[src/rtl/obj_serializer.sv]
// obj_serializer: counter-based object pixel generator; define OBJ_VDEL_EN to add the delayed graphics register
module obj_serializer #(
    parameter int LINE_PIXELS  = 160,
    parameter int POS_WIDTH    = 8,
    parameter int GFX_WIDTH    = 8,
    parameter int COPY_SPACING = 16
) (
    input  logic                 clk,
    input  logic                 rst,
    input  logic                 pix_en,
    input  logic                 resp,
    input  logic                 mot_apply,
    input  logic [3:0]           motion,
    input  logic [2:0]           size,
    input  logic                 reflect,
    input  logic                 gfx_wr,
    input  logic [GFX_WIDTH-1:0] gfx_in,
    input  logic                 vdel,
    input  logic                 vdel_copy,
    output logic [POS_WIDTH-1:0] pos,
    output logic                 pixel_on
);
    localparam int IDX_W = GFX_WIDTH > 1 ? $clog2(GFX_WIDTH) : 1;
    localparam logic [IDX_W-1:0] LAST_IDX = IDX_W'(GFX_WIDTH - 1);
    localparam logic [POS_WIDTH-1:0] LAST_POS = POS_WIDTH'(LINE_PIXELS - 1);
    localparam logic [POS_WIDTH-1:0] OFF1 = POS_WIDTH'(COPY_SPACING);
    localparam logic [POS_WIDTH-1:0] OFF2 = POS_WIDTH'(2 * COPY_SPACING);
    localparam logic [POS_WIDTH-1:0] OFF4 = POS_WIDTH'(4 * COPY_SPACING);
    localparam logic signed [POS_WIDTH+1:0] LINE_S = (POS_WIDTH + 2)'(LINE_PIXELS);

    logic                        active;
    logic [IDX_W-1:0]            idx;
    logic [1:0]                  cnt;
    logic [1:0]                  cntLast;
    logic [GFX_WIDTH-1:0]        gfxNew;
    logic [GFX_WIDTH-1:0]        gfxSel;
    logic [POS_WIDTH-1:0]        nextPos;
    logic [POS_WIDTH-1:0]        movePos;
    logic signed [POS_WIDTH+1:0] mvSum;
    logic                        copyStart;
    logic                        bitSel;

`ifdef OBJ_VDEL_EN
    logic [GFX_WIDTH-1:0] gfxOld;
    // delayed copy takes the pre-write value of the new register
    always_ff @(posedge clk) begin
        if (rst) gfxOld <= '0;
        else if (vdel_copy) gfxOld <= gfxNew;
    end
    assign gfxSel = vdel ? gfxOld : gfxNew;
`else
    logic unusedVdel;
    assign unusedVdel = vdel ^ vdel_copy;
    assign gfxSel = gfxNew;
`endif

    // next counter value, copy-start decode, stretch modulus, motion wrap and output bit select
    always_comb begin
        nextPos = pos == LAST_POS ? '0 : pos + 1'b1;
        copyStart = nextPos == '0
                 || (size == 3'd1 || size == 3'd3) && nextPos == OFF1
                 || (size == 3'd2 || size == 3'd3 || size == 3'd6) && nextPos == OFF2
                 || (size == 3'd4 || size == 3'd6) && nextPos == OFF4;
        cntLast = size == 3'd7 ? 2'd3 : size == 3'd5 ? 2'd1 : 2'd0;
        mvSum = $signed({2'b00, pos}) + $signed({{(POS_WIDTH - 2){motion[3]}}, motion});
        movePos = mvSum[POS_WIDTH+1] ? POS_WIDTH'(mvSum + LINE_S)
                : mvSum >= LINE_S ? POS_WIDTH'(mvSum - LINE_S) : POS_WIDTH'(mvSum);
        bitSel = reflect ? gfxSel[idx] : gfxSel[LAST_IDX - idx];
    end

    // position counter, serializer and registered pixel; resp beats motion, motion beats pix_en
    always_ff @(posedge clk) begin
        if (rst) begin
            pos <= '0;
            pixel_on <= 1'b0;
            active <= 1'b0;
            idx <= '0;
            cnt <= '0;
            gfxNew <= '0;
        end else begin
            if (gfx_wr) gfxNew <= gfx_in;
            if (resp) begin
                pos <= '0;
                active <= 1'b0;
            end else if (mot_apply) begin
                pos <= movePos;
            end else if (pix_en) begin
                pos <= nextPos;
                pixel_on <= active && bitSel;
                if (copyStart) begin
                    active <= 1'b1;
                    idx <= '0;
                    cnt <= '0;
                end else if (active) begin
                    cnt <= cnt >= cntLast ? 2'd0 : cnt + 2'd1;
                    if (cnt >= cntLast) begin
                        idx <= idx + 1'b1;
                        if (idx == LAST_IDX) active <= 1'b0;
                    end
                end
            end
        end
    end
endmodule

[config.mk]
export PLATFORM = sky130hd
export DESIGN_NAME = obj_serializer
export DESIGN_NICKNAME = d
export VERILOG_FILES = /design/src/rtl/obj_serializer.sv
export SDC_FILE = /design/constraint.sdc
export NUM_CORES = 1
export LEC_CHECK = 0
export ABC_AREA = 1
export CORE_ASPECT_RATIO = 1.1
export CORE_MARGIN = 3
export CORE_UTILIZATION = 36
export DETAILED_ROUTE_END_ITERATION = 7
export DONT_BUFFER_PORTS = 1
export GPL_TIMING_DRIVEN = 0
export PLACE_DENSITY = 0.5
export SLEW_MARGIN = 15
export SYNTH_ARGS = -nofsm -noshare
export SYNTH_HDL_FRONTEND = slang
export SYNTH_SLANG_ARGS = --single-unit
[constraint.sdc]
create_clock -name clk -period 2.9 [get_ports clk]
set_clock_uncertainty 0.1 [all_clocks]
set_input_delay 0.725 -clock clk [delete_from_list [all_inputs] [get_ports clk]]
set_output_delay 0.725 -clock clk [all_outputs]
set_load 0.005 [all_outputs]
### Word level (Yosys, flattened, before mapping)

Cells that the tools add are included.

| cells by class | value |
|---|---|
| reduce and logical (&&, ||, !) cells | 20 |
| bitwise logic cells | 2 |
| eq/ne operators | 12 |
| div/mod/pow operators | 0 |
| multiplexer cells | 22 |
| multiply operators | 0 |
| $lt $le $gt $ge | 4 |
| add/sub/neg operators | 7 |
| shift operators | 0 |

Operators with widths:

| cell | number |
|---|---|
| 8-bit 2-to-1 mux | 5 |
| 3-bit equality test, second input constant | 5 |
| 9-bit by 4-bit adder with 10-bit output | 1 |
| 10-bit by 9-bit greater-or-equal comparator with 1-bit output, second input constant | 1 |
| 3-bit 2-to-1 mux | 3 |
| 8-bit by 1-bit adder with 8-bit output, second input constant | 1 |
| 8-bit adder, second input constant | 1 |
| 8-bit by 5-bit equality test with 1-bit output, second input constant | 1 |
| 8-bit by 6-bit equality test with 1-bit output, second input constant | 1 |
| 8-bit by 7-bit equality test with 1-bit output, second input constant | 1 |
| 8-bit equality test, second input constant | 1 |
| 8-bit zero test | 1 |
| 3-bit by 4-bit < comparator with 1-bit output, second input constant | 2 |
| 1-bit 2-to-1 mux | 8 |
| 2-bit 2-to-1 mux | 4 |
| 8-bit subtractor, second input constant | 1 |
| 1-bit logical OR | 7 |
| 1-bit binary-select mux with 3-bit select | 2 |
| 3-bit by 2-bit equality test with 1-bit output, second input constant | 2 |
| 2-bit nonzero test | 3 |
| 5-bit AND reduction | 1 |
| 1-bit logical AND | 4 |
| 4-bit AND reduction | 1 |
| 3-bit by 1-bit adder with 3-bit output, second input constant | 1 |
| 8 further kinds | 9 |

| word-level totals | value |
|---|---|
| bits in latches | 0 |
| word-level logic and storage cells | 73 |
| memory bits (read-only) | 0 |
| memories | 0 |
| flip-flop bits (word level) | 23 |
| input port bits | 24 |
| bits in writable memories | 0 |
| output and inout bits | 9 |

### Logic depth before layout (Yosys ltp)

Gate-level depths: netlist of run 1.

| logic depth | value |
|---|---|
| word-level depth | 9 |
| depth in mapped cells | 16 |
| mapped depth without buffers | 16 |

### Worst setup path after synthesis of run 1

Ideal clock, no wire load.

| timing path | value |
|---|---|
| path type | input -> register |
| start | in motion[0] |
| end | reg pos[6] |
| path slack | 0.342 ns |
| arrival | 2.344 ns |
| stages on the path | 13 |
| required time | 2.685 ns |
| cells stage by stage | ha_1 > inv_1 > fa_1 > inv_1 > nand2_1 > nand3_1 > nand2_1 > nand2_1 > inv_1 > ha_1 > o21ai_0 > nor2_1 > o21a_1 |

| between the ends | value |
|---|---|
| word-level cells in the longest chain between the ends | 5 |

Ends and longest elaborated chain:

| element | line | source |
|---|---|---|
| start: declaration | 13 | `input logic [3:0] motion,` |
| 9-bit by 4-bit adder with 10-bit output * | 65 | `mvSum = $signed({2'b00, pos}) + $signed({{(POS_WIDTH - 2){motion[3]}}, motion});` |
| 8-bit subtractor / 10-bit by 9-bit greater-or-equal comparator with 1-bit output (equally long branches) | 67 | `: mvSum >= LINE_S ? POS_WIDTH'(mvSum - LINE_S) : POS_WIDTH'(mvSum);` |
| 8-bit 2-to-1 mux | 67 |  |
| 8-bit 2-to-1 mux * | 66 | `movePos = mvSum[POS_WIDTH+1] ? POS_WIDTH'(mvSum + LINE_S)` |
| 8-bit 2-to-1 mux * | 85 | `end else if (mot_apply) begin` |
| end signal: assignment | 86 | `pos <= movePos;` |
| end signal: assignment | 88 | `pos <= nextPos;` |
| end: declaration | 20 | `output logic [POS_WIDTH-1:0] pos,` |

Mark *: on every way between the ends. The rest lies on a longest branch, timed or not.
A chain may end at the register's enable or synchronous reset.

### Final worst setup path of run 1

| timing path | value |
|---|---|
| start | reg pos[0] |
| end | reg pos[6] |

| between the ends | value |
|---|---|
| word-level cells in the longest chain between the ends | 5 |

Ends and longest elaborated chain:

| element | line |
|---|---|
| 9-bit by 4-bit adder with 10-bit output | 65 |
| 8-bit subtractor / 10-bit by 9-bit greater-or-equal comparator with 1-bit output (equally long branches) | 67 |
| 8-bit 2-to-1 mux | 67 |
| 8-bit 2-to-1 mux | 66 |
| 8-bit 2-to-1 mux * | 85 |

Mark *: on every way between the ends. The rest lies on a longest branch, timed or not. The select of a mux whose other input is x is not followed.

==> metrics.cfg, run 1 <==
[global_route]
global_route_wire_length_before_repair_mm=8.659
grt_max_degree=14
use_met1=0.1979
vias_in_the_first_global_route=1849
grt_util_all_layers=0.1625
grt_antenna_before_repair=0
global_route.usage.met3=0.03397
busiest_layer=met2
use_met2=0.2928
grt_overflow=0

[clocking]
post_cts_resized=0
hold_buffers=0
path_clk_slew_ps=90
insertion_delay_ps=260
clk_root_buffer_cell=clkbuf_8
postCtsSetupBuffers=0
cts_inserted_buffers=3
clock_sink_count=23
longest_clk_path_bufs=2
tritoncts=done
htree_num_levels=1

[finish]
area_of_the_multi_input_gates_sq_mm=0.001360
layout-area-overhead-vs-synth_pct=6.884
post_route_cells_drive_above_1_share=0.07407
finish.net_count=366
fill_cell_instance_count_of_the_final_layout=613
final-seq-area_sq_um=460.4
insertedDiodeCount=0

[sta]
min_period_over_period=0.9120
fin_setup_tns_ps=0
max_slew.worst_pin.slew_ps=430.2
drv_slew=0
worst_slew_margin_rel=0.7121
timing.final.setup_violations=0
fmax_mhz=378.1
final_hold_viol_count=0
timing.final.crit_period_ps=2645
post-route-worst-setup-slack_ps=255.2
rsz0062_at_grt=false

[floorplanning]
chipWidth_um=77.70
die_h_um=84.87
pin_count=33
floorplan.rows=28
initial_core_util=0.3749
fp.dieArea_sq_mm=0.006594
design.core.area_sq_mm=0.005430

[detailed_routing]
dr_total_vias=1953
drt_wl_total_mm=5.034
dr_vias_cell=4.895
remaining_drc_errors=0
drt_initial_violations=81
first_pass_iters=4
drt.antenna.violating_nets=0
wl_per_cell_um=12.62

[place]
pre_cts_ws_ps=67.84
dp.final_hpwl_mm=4.182
placement.io_buffers=0
gp_routability_congestion=0.9019

[yosys]
mappedNetlistNets=361
syn_inst=320
synth.ff_latch_count=23
asyncSetResetFlopFracSynth=0
syn_area_per_cell_sq_um=6.362
synth_largest_area_cell=dfxtp_1
post-synth-top-count-cell=nand2_1
post_synthesis_cell_area_sq_mm=0.002036
ys_types=34
warnings_synthesis=0
synth_sequential_area_ratio=0.2262
synth_top_area_share=0.2262
synth-edff-count=0
synthTopCellsByCount=nand2_1 (77), inv_1 (52), a21oi_1 (29), nor2_1 (27)
synth.area.top_cells=dfxtp_1 (23%), nand2_1 (14%), ha_1 (9.8%)
synthFlopType=dfxtp_1

[critical_path]
worst_path_max_delay_cell=dfxtp_1
cp.arrival_ps=2710
largest_stage_delay_on_the_critical_path_ps=500
timing.critical_path.cells=ha_1 > inv_1 > fa_1 > inv_1 > nand2_1 > nand3_1 > nand2_1 > nand2_1 > inv_1 > ha_1 > o21ai_0 > nor2_1 > o21a_1
worst-path-max-fanout=6
worst_setup_path_end_kind=flip-flop
classification_of_the_worst_setup_path=flip-flop to flip-flop
path_buf_inv=3
worst_path_required_ps=2960
critical-path-top-delay-family=adder cells
setup.worst_path.start_class=flip-flop

[worst_hold_path]
holdCritPathClass=flip-flop to flip-flop

[power]
power.combinational.fraction=0.252
p_switching_w=0.0002445
switching_share=0.3327
cell_internal_pwr_w=0.0004903
pwr_cell_area_mw_per_mm2=337.7
ir_worst_vdd_v=0.0001996
power_leakage_nw=0.9831
seqPwrFrac=0.470
clock_network_power_share=0.278

[job]
cap_violations=0

[run_status]
status=completed

-- final timing paths --
| check | start | slack, ps | depth (start not counted) | to |
|---|---|---|---|---|
| setup reg to reg | pos[0] | 260 | 13 | pos[6] |
| hold / removal | gfxNew[0] | 380 | 2 | gfxNew[0] |
| hold reg to reg | gfxNew[0] | 380 | 2 | gfxNew[0] |
| setup / recovery | pos[0] | 260 | 13 | pos[6] |
-- kinds of logic (layout without fill, tap and decap cells) --
logic type | count (synthesis) | count (layout) | share of synthesized area
and+or+nand+nor | 154 | 154 | 0.3676
AOI/OAI and AO/OA | 63 | 63 | 0.1666
buffers and inverters | 57 | 61 | 0.1057
DFF | 23 | 23 | 0.2262
adders and majority gates | 17 | 17 | 0.1082
xor gates and xnor gates | 6 | 6 | 0.02581
-- metal layers --
layer | wire, um | vias up
met5 | 0 | -
met2 | 2580 | 27
met1 | 2221 | 867
met3 | 202 | 2
li1 | - | 1057
met4 | 29 | 0
-- flip-flops by register name (all words and copies together) (netlist names) --
register and flops:
cnt 2, pos 8, active 1, gfxNew 8
pixel_on 1, idx 3
-- worst reg2reg max path: stages, from the launching register on --
cell and delay, ps:
dfxtp_1 500, ha_1 280, inv_1 70, fa_1 380
inv_1 110, nand2_1 90, nand3_1 70, nand2_1 50
nand2_1 120, inv_1 80, ha_1 310, o21ai_0 160
nor2_1 80, o21a_1 170
-- area by class of cell --
| cell class | count | area share |
|---|---|---|
| multi-input combinational | 240 | 0.6251 |
| sequential | 23 | 0.2116 |
| inverter | 54 | 0.09316 |
| clock inverter | 1 | 0.002300 |
| buffer | 3 | 0.005750 |
| tap | 75 | 0.04313 |
| clock buffer | 3 | 0.01898 |
-- power groups by stage --
stage               clock, W  combinational, W  sequential (W)
floorplan                  0          0.000150        0.000348
global placement           0          0.000185        0.000354
detailed placement         0          0.000186        0.000353
CTS                 0.000214          0.000187        0.000346
global route        0.000231          0.000217        0.000348
finish              0.000204          0.000185        0.000345
-- metrics by stage --
step                instances  hold slack (ps)  utilization  total power [W]  cell area, sq um
finish                    399            376.1       0.4007        0.0007348              2176
detailed placement        395            363.3       0.3922        0.0005397              2130
global route              399            404.3       0.4007        0.0007962              2176
floorplan                 320            339.9            -        0.0004978              2036
global placement          395            360.1       0.3922        0.0005382              2130
CTS                       399            378.6       0.4007        0.0007479              2176
-- placed cells by master, fill, tap and decap left out --
cell      instances
buf_2             1
nand4_1           7
nand2_4           2
fa_1              1
ha_1             16
o21a_1            1
xor2_1            5
o21ai_1           4
clkinv_2          1
dfxtp_1          23
nand3_2           5
xnor2_1           1
inv_1            52
nand3_1          23
clkbuf_1          2
nand2_1          77
nand4_4           1
nand3b_1          1
nand4_2           1
o21bai_1          2
a31oi_1           1
inv_2             2
a22oi_1           1
nor2_2            1
nor3_1            2
nor3_2            1
o221ai_1          2
nor2_4            2
a21oi_1          29
nor2_1           27
clkbuf_8          3
a311oi_1          1
nand2_2           3
o22ai_1           1
o21ai_0          21
nand3_4           1
(Power assumes the default switching activity.)
==> inputs of run 2 (changes only) <==
--- a/config.mk
+++ b/config.mk
@@ -9,3 +9,2 @@
 export CORE_ASPECT_RATIO = 1.1
-export CORE_MARGIN = 3
 export CORE_UTILIZATION = 36
==> constraint.sdc (replaced) <==
create_clock -name clk -period 2.9 [get_ports clk]
set_clock_uncertainty 0.1 [all_clocks]
set_input_delay 0.29 -clock clk [delete_from_list [all_inputs] [get_ports clk]]
set_output_delay 0.29 -clock clk [all_outputs]
set_load 0.005 [all_outputs]
==> run 2 against run 1 <==
Core utilization rose by 0.16 points. Sequential cell count is the same. Hold slack worse by 330 ps. Global-route usage grew 2.3 points. Wire length up 2.4%. Sequential power is essentially flat. First-iteration DRC count is 20% lower. Critical endpoint unchanged.
==> metrics.cfg, run 2 (same netlist as run 1, synthesis figures left out) <==
[clocking]
insertion_delay_ps=270
htree_num_levels=1
path_clk_slew_ps=90
clk_root_buffer_cell=clkbuf_8
cts_inserted_buffers=3
tritoncts=done
longest_clk_path_bufs=2
clock_sink_count=23

[global_route]
grt_overflow=0
grt_antenna_before_repair=0
vias_in_the_first_global_route=1865
grt_util_all_layers=0.1855
grt_max_degree=13
global_route_wire_length_before_repair_mm=8.466

[sta]
timing.hold.ws_ps=45.79
fin_setup_tns_ps=0
min_period_over_period=0.9114
rsz0062_at_grt=false
max_slew.worst_pin.slew_ps=417.2
final_hold_viol_count=0
fmax_mhz=378.4
timing.final.crit_period_ps=2643
drv_slew=0
timing.final.setup_violations=0
post-route-worst-setup-slack_ps=257.0
worst_slew_margin_rel=0.7209

[finish]
layout.cells.most_common_list=nand2_1 (77), inv_1 (52), a21oi_1 (29)
mostFrequentLayoutCell=nand2_1
post_route_cells_drive_above_1_share=0.07077
finish.net_count=367
biggestRegsByFlops=gfxNew (8), pos (8), idx (3)
insertedDiodeCount=0
fin_area_sq_mm=0.002185
layout-area-overhead-vs-synth_pct=7.314
fill_cell_instance_count_of_the_final_layout=609

[detailed_routing]
first_pass_iters=6
wl_per_cell_um=12.89
drt_wl_total_mm=5.155
remaining_drc_errors=0
dr_vias_cell=4.928
dr_total_vias=1971
drt_initial_violations=65
drt.antenna.violating_nets=0

[critical_path]
worst_setup_path_end_kind=flip-flop
largest_stage_delay_on_the_critical_path_ps=490
classification_of_the_worst_setup_path=flip-flop to flip-flop
worst_path_max_delay_cell=dfxtp_1
worst_path_required_ps=2980
setup.worst_path.start_class=flip-flop
cp.arrival_ps=2720
timing.critical_path.cells=ha_1 > inv_1 > fa_1 > inv_1 > nand2_1 > nand3_1 > nand2_1 > nand2_1 > inv_1 > ha_1 > o21ai_0 > nor2_1 > o21a_1
worst-path-max-fanout=6

[place]
pre_cts_ws_ps=247.9
placement.io_buffers=0
dp.final_hpwl_mm=4.120
gp_routability_congestion=0.8280
place_area_sq_mm=0.002130

[power]
pwr_cell_area_mw_per_mm2=343.3
ir_worst_vdd_v=0.0001934
power_leakage_nw=0.9845

[floorplanning]
chipWidth_um=73.70
die_h_um=80.87
pin_count=33
fp.dieArea_sq_mm=0.005960
floorplan.rows=28
initial_core_util=0.3749
design.core.area_sq_mm=0.005430

[worst_hold_path]
holdCritPathClass=input pin to flip-flop

[run_status]
status=completed

[job]
cap_violations=0

-- run 2: report_power, final --
| part | switching [W] | total (W) | internal, W |
|---|---|---|---|
| sequential | 0.0000161 | 0.000345 | 0.000329 |
| clock | 0.000118 | 0.000217 | 0.0000986 |
| combinational | 0.000122 | 0.000188 | 0.0000664 |
-- run 2: layout make-up --
| cell class | instances | area (sq um) | area share |
|---|---|---|---|
| multi-input combinational | 240 | 1360 | 0.6226 |
| sequential | 23 | 460.4 | 0.2108 |
| inverter | 54 | 202.7 | 0.09278 |
| tap | 75 | 93.84 | 0.04296 |
| clock buffer | 4 | 45.04 | 0.02062 |
| buffer | 3 | 12.51 | 0.005727 |
| timing repair buffer | 1 | 10.01 | 0.004582 |
-- run 2: path summary, 6_finish.rpt --
kind	startpoint	endpoint	slack, ps	depth (start not counted)
hold reg to reg	gfxNew[0]	gfxNew[0]	380	2
hold / removal	gfx_in[3]	gfxNew[3]	50	2
setup reg to reg	pos[0]	pos[6]	260	13
setup / recovery	pos[0]	pos[6]	260	13
-- run 2: per-layer routing --
metal	part of all wire	global-route usage	vias to the layer above
met3	0.042	0.03474	6
met5	0	0	-
met4	0.011	0.04615	0
met2	0.49	0.3376	31
li1	-	-	1057
met1	0.46	0.2216	877
-- run 2: timing repair --
item / 4_1_cts / 5_1_grt
hold buffers: 1 / 0
setup endpoints to repair: 0 / 0
setup buffers: 0 / 0
endpoints found under the hold margin: 2 / 0
gates resized for setup: 0 / 0
-- run 2: critical path: cells and delay by family (launching register included) --
| family | cells | cell delay [ps] |
|---|---|---|
| simple gates | 5 | 390 |
| flops | 1 | 490 |
| fa+ha+maj | 3 | 970 |
| buf+inv | 3 | 250 |
| compound gates | 2 | 320 |
-- run 2: per-stage QoR --
step	utilization	power (W)	cells
2_1_floorplan	-	0.0004978	320
3_3_place_gp	0.3922	0.0005391	395
3_5_place_dp	0.3922	0.0005398	395
4_1_cts	0.4023	0.0007552	400
5_1_grt	0.4023	0.0008022	400
6_report	0.4023	0.0007499	400
==> inputs of run 3 (changes only) <==
==> constraint.sdc (replaced) <==
create_clock -name clk -period 2.9 [get_ports clk]
set_clock_uncertainty 0.1 [all_clocks]
set_input_delay 0.145 -clock clk [delete_from_list [all_inputs] [get_ports clk]]
set_output_delay 0.145 -clock clk [all_outputs]
set_load 0.005 [all_outputs]
==> run 3 against run 2 <==
Global-route usage increased by 0.56 points. Hold slack worse by 42 ps. Cell area grew 5.5%. Critical path depth unchanged. Worst setup slack about the same. Total power grew 1.8%. Combinational power is 8% higher. Critical path type unchanged.
==> metrics.cfg, run 3 (same netlist as run 1, synthesis figures left out) <==
[finish]
final-seq-area_sq_um=460.4
insertedDiodeCount=0
post_route_cells_drive_above_1_share=0.06825
area_of_the_multi_input_gates_sq_mm=0.001360
mostFrequentLayoutCell=nand2_1
final_design_utilization=0.4244
finish.net_count=379
layout-area-overhead-vs-synth_pct=13.21
biggestRegsByFlops=gfxNew (8), pos (8), idx (3)
fill_cell_instance_count_of_the_final_layout=597
layout.cells.most_common_list=nand2_1 (77), inv_1 (52), a21oi_1 (29)

[detailed_routing]
wl_per_cell_um=12.89
dr_total_vias=2038
first_pass_iters=4
drt_initial_violations=90
dr_vias_cell=4.947
remaining_drc_errors=0
drt_wl_total_mm=5.310
drt.antenna.violating_nets=0

[critical_path]
cp.arrival_ps=2720
classification_of_the_worst_setup_path=flip-flop to flip-flop
worst-path-max-fanout=6
largest_stage_delay_on_the_critical_path_ps=490
timing.critical_path.cells=ha_1 > inv_1 > fa_1 > inv_1 > nand2_1 > nand3_1 > nand2_1 > nand2_1 > inv_1 > ha_1 > o21ai_0 > nor2_1 > o21a_1
setup.worst_path.start_class=flip-flop
worst_path_required_ps=2980
worst_path_max_delay_cell=dfxtp_1
critical_path.reg2reg.endpoint=pos[6]
worst_r2r_path_depth=13
critPathLaunch=pos[0]
setup.worst_path.end=pos[6]
worst_setup_path_end_kind=flip-flop
regToRegStartpoint=pos[0]
reg_to_reg_setup_timing_slack_ps=260

[power]
pwr_cell_area_mw_per_mm2=331.1
ir_worst_vdd_v=0.0001934
power_leakage_nw=1.039
power.total_w=0.0007632

[global_route]
vias_in_the_first_global_route=1948
busiest_layer=met2
use_met2=0.3541
global_route_wire_length_before_repair_mm=8.707
grt_antenna_before_repair=0
global_route.usage.met3=0.03474
grt_max_degree=13
use_met1=0.2243
grt_util_all_layers=0.1911
grt_overflow=0

[floorplanning]
die_h_um=80.87
chipWidth_um=73.70
initial_core_util=0.3749
fp.dieArea_sq_mm=0.005960
pin_count=33
design.core.area_sq_mm=0.005430
floorplan.rows=28

[place]
placement.io_buffers=0
gp_routability_congestion=0.8280
dp.final_hpwl_mm=4.120
pre_cts_ws_ps=247.9

[clocking]
tritoncts=done
clock_sink_count=23
path_clk_slew_ps=90
longest_clk_path_bufs=2
htree_num_levels=1
post_cts_resized=0
cts_inserted_buffers=3
clk_root_buffer_cell=clkbuf_8
insertion_delay_ps=270

[sta]
fmax_mhz=378.4
drv_slew=0
final_hold_viol_count=0
min_period_over_period=0.9112
timing.final.crit_period_ps=2643
worst_slew_margin_rel=0.7190
timing.hold.ws_ps=3.830
max_slew.worst_pin.slew_ps=419.9
timing.final.setup_violations=0
fin_setup_tns_ps=0
post-route-worst-setup-slack_ps=257.5
rsz0062_at_grt=false

[run_status]
status=completed

[worst_hold_path]
holdCritPathClass=input pin to flip-flop

[job]
cap_violations=0

[run 3: area by class of cell]
cell class                 instances  share of cell area
buffer                             3            0.005429
clock buffer                       4             0.01954
inverter                          54             0.08795
multi-input combinational        240              0.5901
sequential                        23              0.1998
tap                               75             0.04072
timing repair buffer              13             0.05646
[run 3: worst min path at each step]
stage	from	end	slack [ps]	cells past startpoint
after floorplan	rst	cnt[1]	110	1
after global placement	rst	pixel_on	120	1
after detailed placement	rst	cnt[1]	120	1
after CTS	resp	pixel_on	3	2
after global routing	pix_en	pos[0]	30	3
final	resp	pixel_on	4	2
[run 3: worst max-delay path, delay by kind of cell (launching register included)]
| kind | cells | cell delay (ps) |
|---|---|---|
| AND/OR/NAND/NOR | 5 | 390 |
| flip-flops | 1 | 490 |
| AO/OA/AOI/OAI | 2 | 320 |
| adder cells (fa/ha/maj) | 3 | 970 |
| buffers and inverters | 3 | 250 |
[run 3: layer usage]
| metal | share of wire | routed length [um] |
|---|---|---|
| met5 | 0 | 0 |
| met4 | 0.011 | 57 |
| met3 | 0.040 | 213 |
| met1 | 0.45 | 2393 |
| met2 | 0.50 | 2646 |
[run 3: metrics by stage]
step	instance area (sq um)	cells
CTS	2305	412
finish	2305	412
detailed placement	2130	395
floorplan	2036	320
global route	2305	412
global placement	2130	395
[run 3: timing repair]
| action | in CTS | in global routing |
|---|---|---|
| setup buffers | 0 | 0 |
| endpoints found under the hold margin | 12 | 0 |
| hold buffers | 13 | 0 |
| setup endpoints to repair | 0 | 0 |
[run 3: power breakdown]
part | leakage [nW] | internal (W) | total [W] | switching, W
Combinational | 0.828 | 0.0000777 | 0.000203 | 0.000125
Clock | 0.0228 | 0.0000985 | 0.000215 | 0.000116
Sequential | 0.188 | 0.000329 | 0.000346 | 0.0000163
Total | 1.04 | 0.000506 | 0.000763 | 0.000258
